==> config.mk <==
export PLATFORM = sky130hd
export DESIGN_NAME = uart_rx_framer_flat
export DESIGN_NICKNAME = d
export VERILOG_FILES = /design/src/rtl/uart_rx_framer_if.sv /design/src/rtl/uart_rx_framer.sv /design/src/flat_wrapper.sv
export SDC_FILE = /design/constraint.sdc
export NUM_CORES = 1
export LEC_CHECK = 0
export CAP_MARGIN = 20
export CORE_AREA = 5 5 67 69
export DETAILED_ROUTE_END_ITERATION = 8
export DIE_AREA = 0 0 72 74
export PLACE_DENSITY = 0.66
export SETUP_SLACK_MARGIN = 0.3
export SLEW_MARGIN = 20
export SYNTH_ARGS = -nofsm -noshare
export SYNTH_HDL_FRONTEND = slang
export SYNTH_SLANG_ARGS = --single-unit
==> constraint.sdc <==
create_clock -name clk -period 1.8 [get_ports clk]
set_clock_uncertainty 0.05 [all_clocks]
set_input_delay 0.45 -clock clk [delete_from_list [all_inputs] [get_ports clk]]
set_output_delay 0.45 -clock clk [all_outputs]
set_load 0.01 [all_outputs]
==> src/rtl/uart_rx_framer_if.sv <==
// Write-side link from the UART receive framer into the RX FIFO.
interface uart_rx_framer_if #(
  parameter int unsigned PAYLOAD_BITS = 8
);
  logic                    fifo_write;
  logic [PAYLOAD_BITS-1:0] fifo_write_data;
  logic                    fifo_full;

  modport master (
    output fifo_write,
    output fifo_write_data,
    input  fifo_full
  );

  modport slave (
    input  fifo_write,
    input  fifo_write_data,
    output fifo_full
  );
endinterface

==> src/rtl/uart_rx_framer.sv <==
// Receive-side UART deserializer: synchronizes rxd, frames LSB-first bytes and
// pushes good bytes into the RX FIFO, with sticky framing/overflow status.
module uart_rx_framer #(
  parameter int unsigned CLK_FREQ     = 25000000,
  parameter int unsigned BIT_RATE     = 115200,
  parameter int unsigned PAYLOAD_BITS = 8
) (
  input  logic             clk,
  input  logic             reset,
  input  logic             rxd,
  input  logic             clear_errors,
  uart_rx_framer_if.master fifo,
  output logic             busy,
  output logic             frame_error,
  output logic             overflow
);

  localparam int unsigned CPB   = CLK_FREQ / BIT_RATE;
  localparam int unsigned HALF  = CPB / 2;
  localparam int unsigned CNT_W = $clog2(CPB);
  localparam int unsigned IDX_W = $clog2(PAYLOAD_BITS) + 1;

  typedef enum logic [2:0] {
    IDLE,
    START,
    DATA,
    STOP,
    BREAK
  } state_t;

  state_t                  state_q, state_d;
  logic [CNT_W-1:0]        cnt_q, cnt_d;
  logic [IDX_W-1:0]        idx_q, idx_d;
  logic [PAYLOAD_BITS-1:0] shift_q, shift_d;
  logic [PAYLOAD_BITS-1:0] data_q, data_d;
  logic                    wr_q, wr_d;
  logic                    busy_q, busy_d;
  logic                    fe_q, fe_d;
  logic                    ov_q, ov_d;
  logic                    fe_set, ov_set;
  logic                    rx_meta, rxs;

  // Two-flop synchronizer; only rxs feeds the framer.
  always_ff @(posedge clk) begin
    if (reset) begin
      rx_meta <= 1'b1;
      rxs     <= 1'b1;
    end else begin
      rx_meta <= rxd;
      rxs     <= rx_meta;
    end
  end

  // State and output registers.
  always_ff @(posedge clk) begin
    if (reset) begin
      state_q <= IDLE;
      cnt_q   <= '0;
      idx_q   <= '0;
      shift_q <= '0;
      data_q  <= '0;
      wr_q    <= 1'b0;
      busy_q  <= 1'b0;
      fe_q    <= 1'b0;
      ov_q    <= 1'b0;
    end else begin
      state_q <= state_d;
      cnt_q   <= cnt_d;
      idx_q   <= idx_d;
      shift_q <= shift_d;
      data_q  <= data_d;
      wr_q    <= wr_d;
      busy_q  <= busy_d;
      fe_q    <= fe_d;
      ov_q    <= ov_d;
    end
  end

  // Next-state: the cycle counter restarts at every sample point so each
  // sample lands one bit period after the previous one, starting mid start-bit.
  always_comb begin
    state_d = state_q;
    cnt_d   = cnt_q + 1'b1;
    idx_d   = idx_q;
    shift_d = shift_q;
    data_d  = data_q;
    wr_d    = 1'b0;
    fe_set  = 1'b0;
    ov_set  = 1'b0;

    case (state_q)
      IDLE: begin
        cnt_d = '0;
        if (!rxs) begin
          state_d = START;
        end
      end

      START: begin
        if (cnt_q == CNT_W'(HALF - 1)) begin
          cnt_d = '0;
          if (rxs) begin
            state_d = IDLE;
          end else begin
            state_d = DATA;
            idx_d   = '0;
          end
        end
      end

      DATA: begin
        if (cnt_q == CNT_W'(CPB - 1)) begin
          cnt_d   = '0;
          shift_d = PAYLOAD_BITS'({rxs, shift_q} >> 1);
          if (idx_q == IDX_W'(PAYLOAD_BITS - 1)) begin
            state_d = STOP;
          end else begin
            idx_d = idx_q + 1'b1;
          end
        end
      end

      STOP: begin
        if (cnt_q == CNT_W'(CPB - 1)) begin
          cnt_d = '0;
          if (!rxs) begin
            fe_set  = 1'b1;
            state_d = BREAK;
          end else if (fifo.fifo_full) begin
            ov_set  = 1'b1;
            state_d = IDLE;
          end else begin
            wr_d    = 1'b1;
            data_d  = shift_q;
            state_d = IDLE;
          end
        end
      end

      BREAK: begin
        cnt_d = '0;
        if (rxs) begin
          state_d = IDLE;
        end
      end

      default: begin
        cnt_d   = '0;
        state_d = IDLE;
      end
    endcase

    busy_d = (state_d != IDLE);
    // A set event in the same cycle as clear_errors leaves the flag set.
    fe_d   = fe_set | (fe_q & ~clear_errors);
    ov_d   = ov_set | (ov_q & ~clear_errors);
  end

  assign fifo.fifo_write      = wr_q;
  assign fifo.fifo_write_data = data_q;
  assign busy                 = busy_q;
  assign frame_error          = fe_q;
  assign overflow             = ov_q;

endmodule

==> src/flat_wrapper.sv <==
// flat-port wrapper written by rule: the top's interface ports become plain ports
module uart_rx_framer_flat 
#(
  parameter int unsigned CLK_FREQ     = 25000000,
  parameter int unsigned BIT_RATE     = 115200,
  parameter int unsigned PAYLOAD_BITS = 8
)
  (clk, reset, rxd, clear_errors, busy, frame_error, overflow, fifo_fifo_write, fifo_fifo_write_data, fifo_fifo_full);
  uart_rx_framer_if #(.PAYLOAD_BITS(PAYLOAD_BITS)) fifo_i ();
  input  logic clk;
  input  logic reset;
  input  logic rxd;
  input  logic clear_errors;
  output logic busy;
  output logic frame_error;
  output logic overflow;
  output wire logic [$bits(fifo_i.fifo_write)-1:0] fifo_fifo_write;
  output wire logic [$bits(fifo_i.fifo_write_data)-1:0] fifo_fifo_write_data;
  input wire logic [$bits(fifo_i.fifo_full)-1:0] fifo_fifo_full;
  assign fifo_fifo_write = fifo_i.fifo_write;
  assign fifo_fifo_write_data = fifo_i.fifo_write_data;
  assign fifo_i.fifo_full = fifo_fifo_full;
  uart_rx_framer #(.CLK_FREQ(CLK_FREQ), .BIT_RATE(BIT_RATE), .PAYLOAD_BITS(PAYLOAD_BITS)) u_core (.clk(clk), .reset(reset), .rxd(rxd), .clear_errors(clear_errors), .fifo(fifo_i), .busy(busy), .frame_error(frame_error), .overflow(overflow));
endmodule
==> flow_metrics.py, run 1 <==
metrics = {
    "outcome": {
        "status": "finished clean",
    },
    "floorplan": {
        "die_h_um": 74,
        "coreArea_sq_um": 3860,
        "fp-row-count": 23,
        "pin_count": 17,
        "dieArea_sq_um": 5330,
        "die_w_um": 72,
        "initial_utilization": 0.427,
    },
    "grt": {
        "antenna_found_initial": 0,
        "grt_pass1_wl_um": 6830,
        "grtUsageTotal": 0.161,
        "grt_max_degree": 22,
        "grt_pass1_vias": 1483,
        "grt_overflow": 0,
    },
    "layout": {
        "final_cell_mix": "buf_4, dfxtp_1, nor2_1",
        "design_area_sq_um": 2400,
        "nFillCells": 332,
        "regArea_sq_um": 752,
        "area_growth_pct": 45.9,
        "drive_gt1_frac": 0.378,
        "nets": 229,
        "antenna_cells": 0,
        "multi_input_area_sq_um": 967,
    },
    "power": {
        "netSwitchingPower_mw": 0.351,
        "swShare": 0.216,
        "vdd_ir_drop_max_mv": 0.469,
        "seqPwrFrac": 0.509,
        "power.total_mw": 1.62,
        "p_comb_frac": 0.042,
        "p_leak_nw": 0.985,
        "power_density_nw_per_um2": 676,
        "power.internal_mw": 1.27,
        "clockPowerShare": 0.449,
    },
    "logic_synthesis": {
        "synth_xor_area_frac": 0.0319,
        "synth_edf_count": 0,
        "yosys.area_share.adder": 0.0228,
        "synth_cell_types": 50,
        "synth_top_family_by_area": "simple AND/OR/NAND/NOR gates",
        "netlist_area_sq_um": 1650,
        "yosys_register_bits": 37,
        "synthSimpleGateAreaFrac": 0.263,
        "yosysWarnings": 0,
        "muxShareOfSynthArea": 0.109,
        "syn_inst": 166,
        "synth_seq_area_share": 0.450,
        "ys_dominant_reg_cell": "dfxtp_1",
        "async_reset_ff_frac": 0,
        "synth_compound_area_frac": 0.0881,
        "avgSynthCellArea_sq_um": 9.92,
        "syn_nets": 174,
    },
    "worst_setup_path": {
        "cp.required_ps": 1930,
        "critPathMaxFanout": 8,
        "crit_buf_inv": 4,
        "crit_type": "reg2reg",
        "slowest_stage": "dfxtp_2",
        "endpoint_kind": "flip-flop",
        "path_cells": "inv_2, ha_4, nand4b_1, buf_4, buf_6, nor4_4, buf_12, mux2i_1, nor2_1",
        "max_stage_delay_ps": 330,
        "start_kind": "flip-flop",
        "crit_arrival_ps": 1910,
        "path_delay_family": "buffers and inverters",
    },
    "timing": {
        "fin_crit_sh": 0.988,
        "rsz0062_at_grt": "yes",
        "fin_tns_setup_ps": 0,
        "setup_ws_ps": 22.0,
        "worst_pin_slew_ps": 442,
        "finalHoldViolations": 0,
        "setup_viol": 0,
        "max_freq_ghz": 0.562,
        "slew_headroom": 0.705,
        "slew_viol_final": 0,
        "finalCriticalPeriod_ps": 1780,
    },
    "place": {
        "numPortBuffers": 16,
        "dpl.hpwl_um": 2610,
        "gp_congestion": 0.835,
        "dpl_worst_slack_ps": -204,
        "placed_cell_area_sq_um": 2060,
    },
    "run": {
        "drv_cap": 0,
    },
    "route": {
        "post_drt_wl_per_cell_um": 14.5,
        "dr.pass1.iters": 4,
        "viasPerCell": 5.14,
        "route.detailed.drc": 0,
        "first_iter_violations": 54,
        "wirelength_um": 3930,
        "vias": 1398,
        "ant_nets": 0,
    },
    "clock_tree": {
        "root_buffer": "clkbuf_8",
        "cts.sinks": 37,
        "cts.reportedPaths.clkPinSlew_ps": 80,
        "cts_max_level": 2,
        "clockBufferDepth": 2,
        "hold_buffers": 0,
        "worstSkewPairLatency_ps": 290,
        "numCtsBuffers": 5,
        "cts_tree": "built",
    },
    "worst_hold_path": {
        "hold_class": "reg2reg",
    },
}
## final cells by class
| type | count | share of cell area |
|---|---|---|
| clock buffers | 5 | 0.0286 |
| flip-flops and latches | 37 | 0.313 |
| inverters | 8 | 0.0125 |
| clock inverters | 3 | 0.0193 |
| well taps | 50 | 0.0260 |
| multi-input cells | 115 | 0.403 |
| repair buffers | 54 | 0.198 |
## stage by stage
step	instances	hold WS (ps)	utilization
3_3_place_gp	249	348	0.535
4_1_cts	269	377	0.610
3_5_place_dp	249	352	0.535
6_report	272	370	0.623
2_1_floorplan	166	339	-
5_1_grt	272	388	0.623
## cell families (layout without fill, tap and decap cells)
| kind of cell | after synthesis | count (layout) |
|---|---|---|
| flops | 37 | 37 |
| mux | 18 | 18 |
| buf+inv | 14 | 70 |
| xor+xnor | 6 | 6 |
| fa+ha+maj | 3 | 3 |
| simple gates | 71 | 71 |
| compound gates | 17 | 17 |
## synth_stat cells (2+ instances only)
cell / number / share of area
nand4_1: 2 / 0.0076
nor2_1: 27 / 0.062
inv_1: 8 / 0.018
a21oi_1: 2 / 0.0061
o32ai_1: 2 / 0.011
xor2_1: 4 / 0.021
or2_2: 2 / 0.0076
nor4_1: 2 / 0.0076
nand2_1: 2 / 0.0046
a21boi_0: 2 / 0.0091
clkbuf_1: 4 / 0.0091
a31oi_1: 2 / 0.0076
mux2i_1: 18 / 0.11
nand2b_1: 6 / 0.023
nand3b_1: 2 / 0.0091
dfxtp_1: 37 / 0.45
ha_1: 3 / 0.023
and3_1: 2 / 0.0076
nand3_1: 4 / 0.012
and3b_1: 2 / 0.011
nor2b_1: 3 / 0.011
xnor2_1: 2 / 0.011
## power by group through the flow
stage	Clock [mW]	Combinational [mW]	Sequential, mW
after global routing	0.784	0.0740	0.828
final	0.728	0.0682	0.827
after global placement	0	0.0520	0.846
after detailed placement	0	0.0538	0.847
after CTS	0.746	0.0606	0.827
after floorplan	0	0.0259	0.847
## state kept, by name, summed over array words and instances (netlist names)
| register | cells |
|---|---|
| u_core.cnt_q | 8 |
| u_core.fifo.fifo_write_data | 8 |
| u_core.shift_q | 8 |
| u_core.idx_q | 4 |
| u_core.state_q | 3 |
| u_core.busy | 1 |
| u_core.fifo.fifo_write | 1 |
| u_core.frame_error | 1 |
| u_core.overflow | 1 |
| u_core.rx_meta | 1 |
| u_core.rxs | 1 |
## repair_timing
| item | 4_1_cts | 5_1_grt |
|---|---|---|
| endpoints found under the setup margin | 47 | 35 |
| resized for setup | 39 | 9 |
| setup buffers | 12 | 3 |
| pin swaps | 12 | 12 |
## worst paths after layout
check,startpoint,end,slack [ps],depth (start not counted)
hold / removal,u_core.rx_meta,u_core.rxs,370,1
setup reg to reg,u_core.cnt_q[1],u_core.fifo.fifo_write_data[2],20,9
hold reg to reg,u_core.rx_meta,u_core.rxs,370,1
setup / recovery,u_core.cnt_q[1],u_core.fifo.fifo_write_data[2],20,9
## per-layer routing
layer | track usage | routed length [um] | up-vias
li1 | - | - | 697
met1 | 0.192 | 1690 | 679
met2 | 0.290 | 2060 | 18
met3 | 0.0419 | 136 | 4
met4 | 0.0438 | 42 | 0
met5 | 0 | 0 | -
Note: power is estimated with default switching activity, not from simulation.
==> run 2: changes to the inputs <==
ABC_CLOCK_PERIOD_IN_PS = 1800   (was not set)
HOLD_SLACK_MARGIN = 0.02   (was not set)
==> results of run 2 <==
Same layout as run 1: the final DEF is identical, and so are final timing and power.
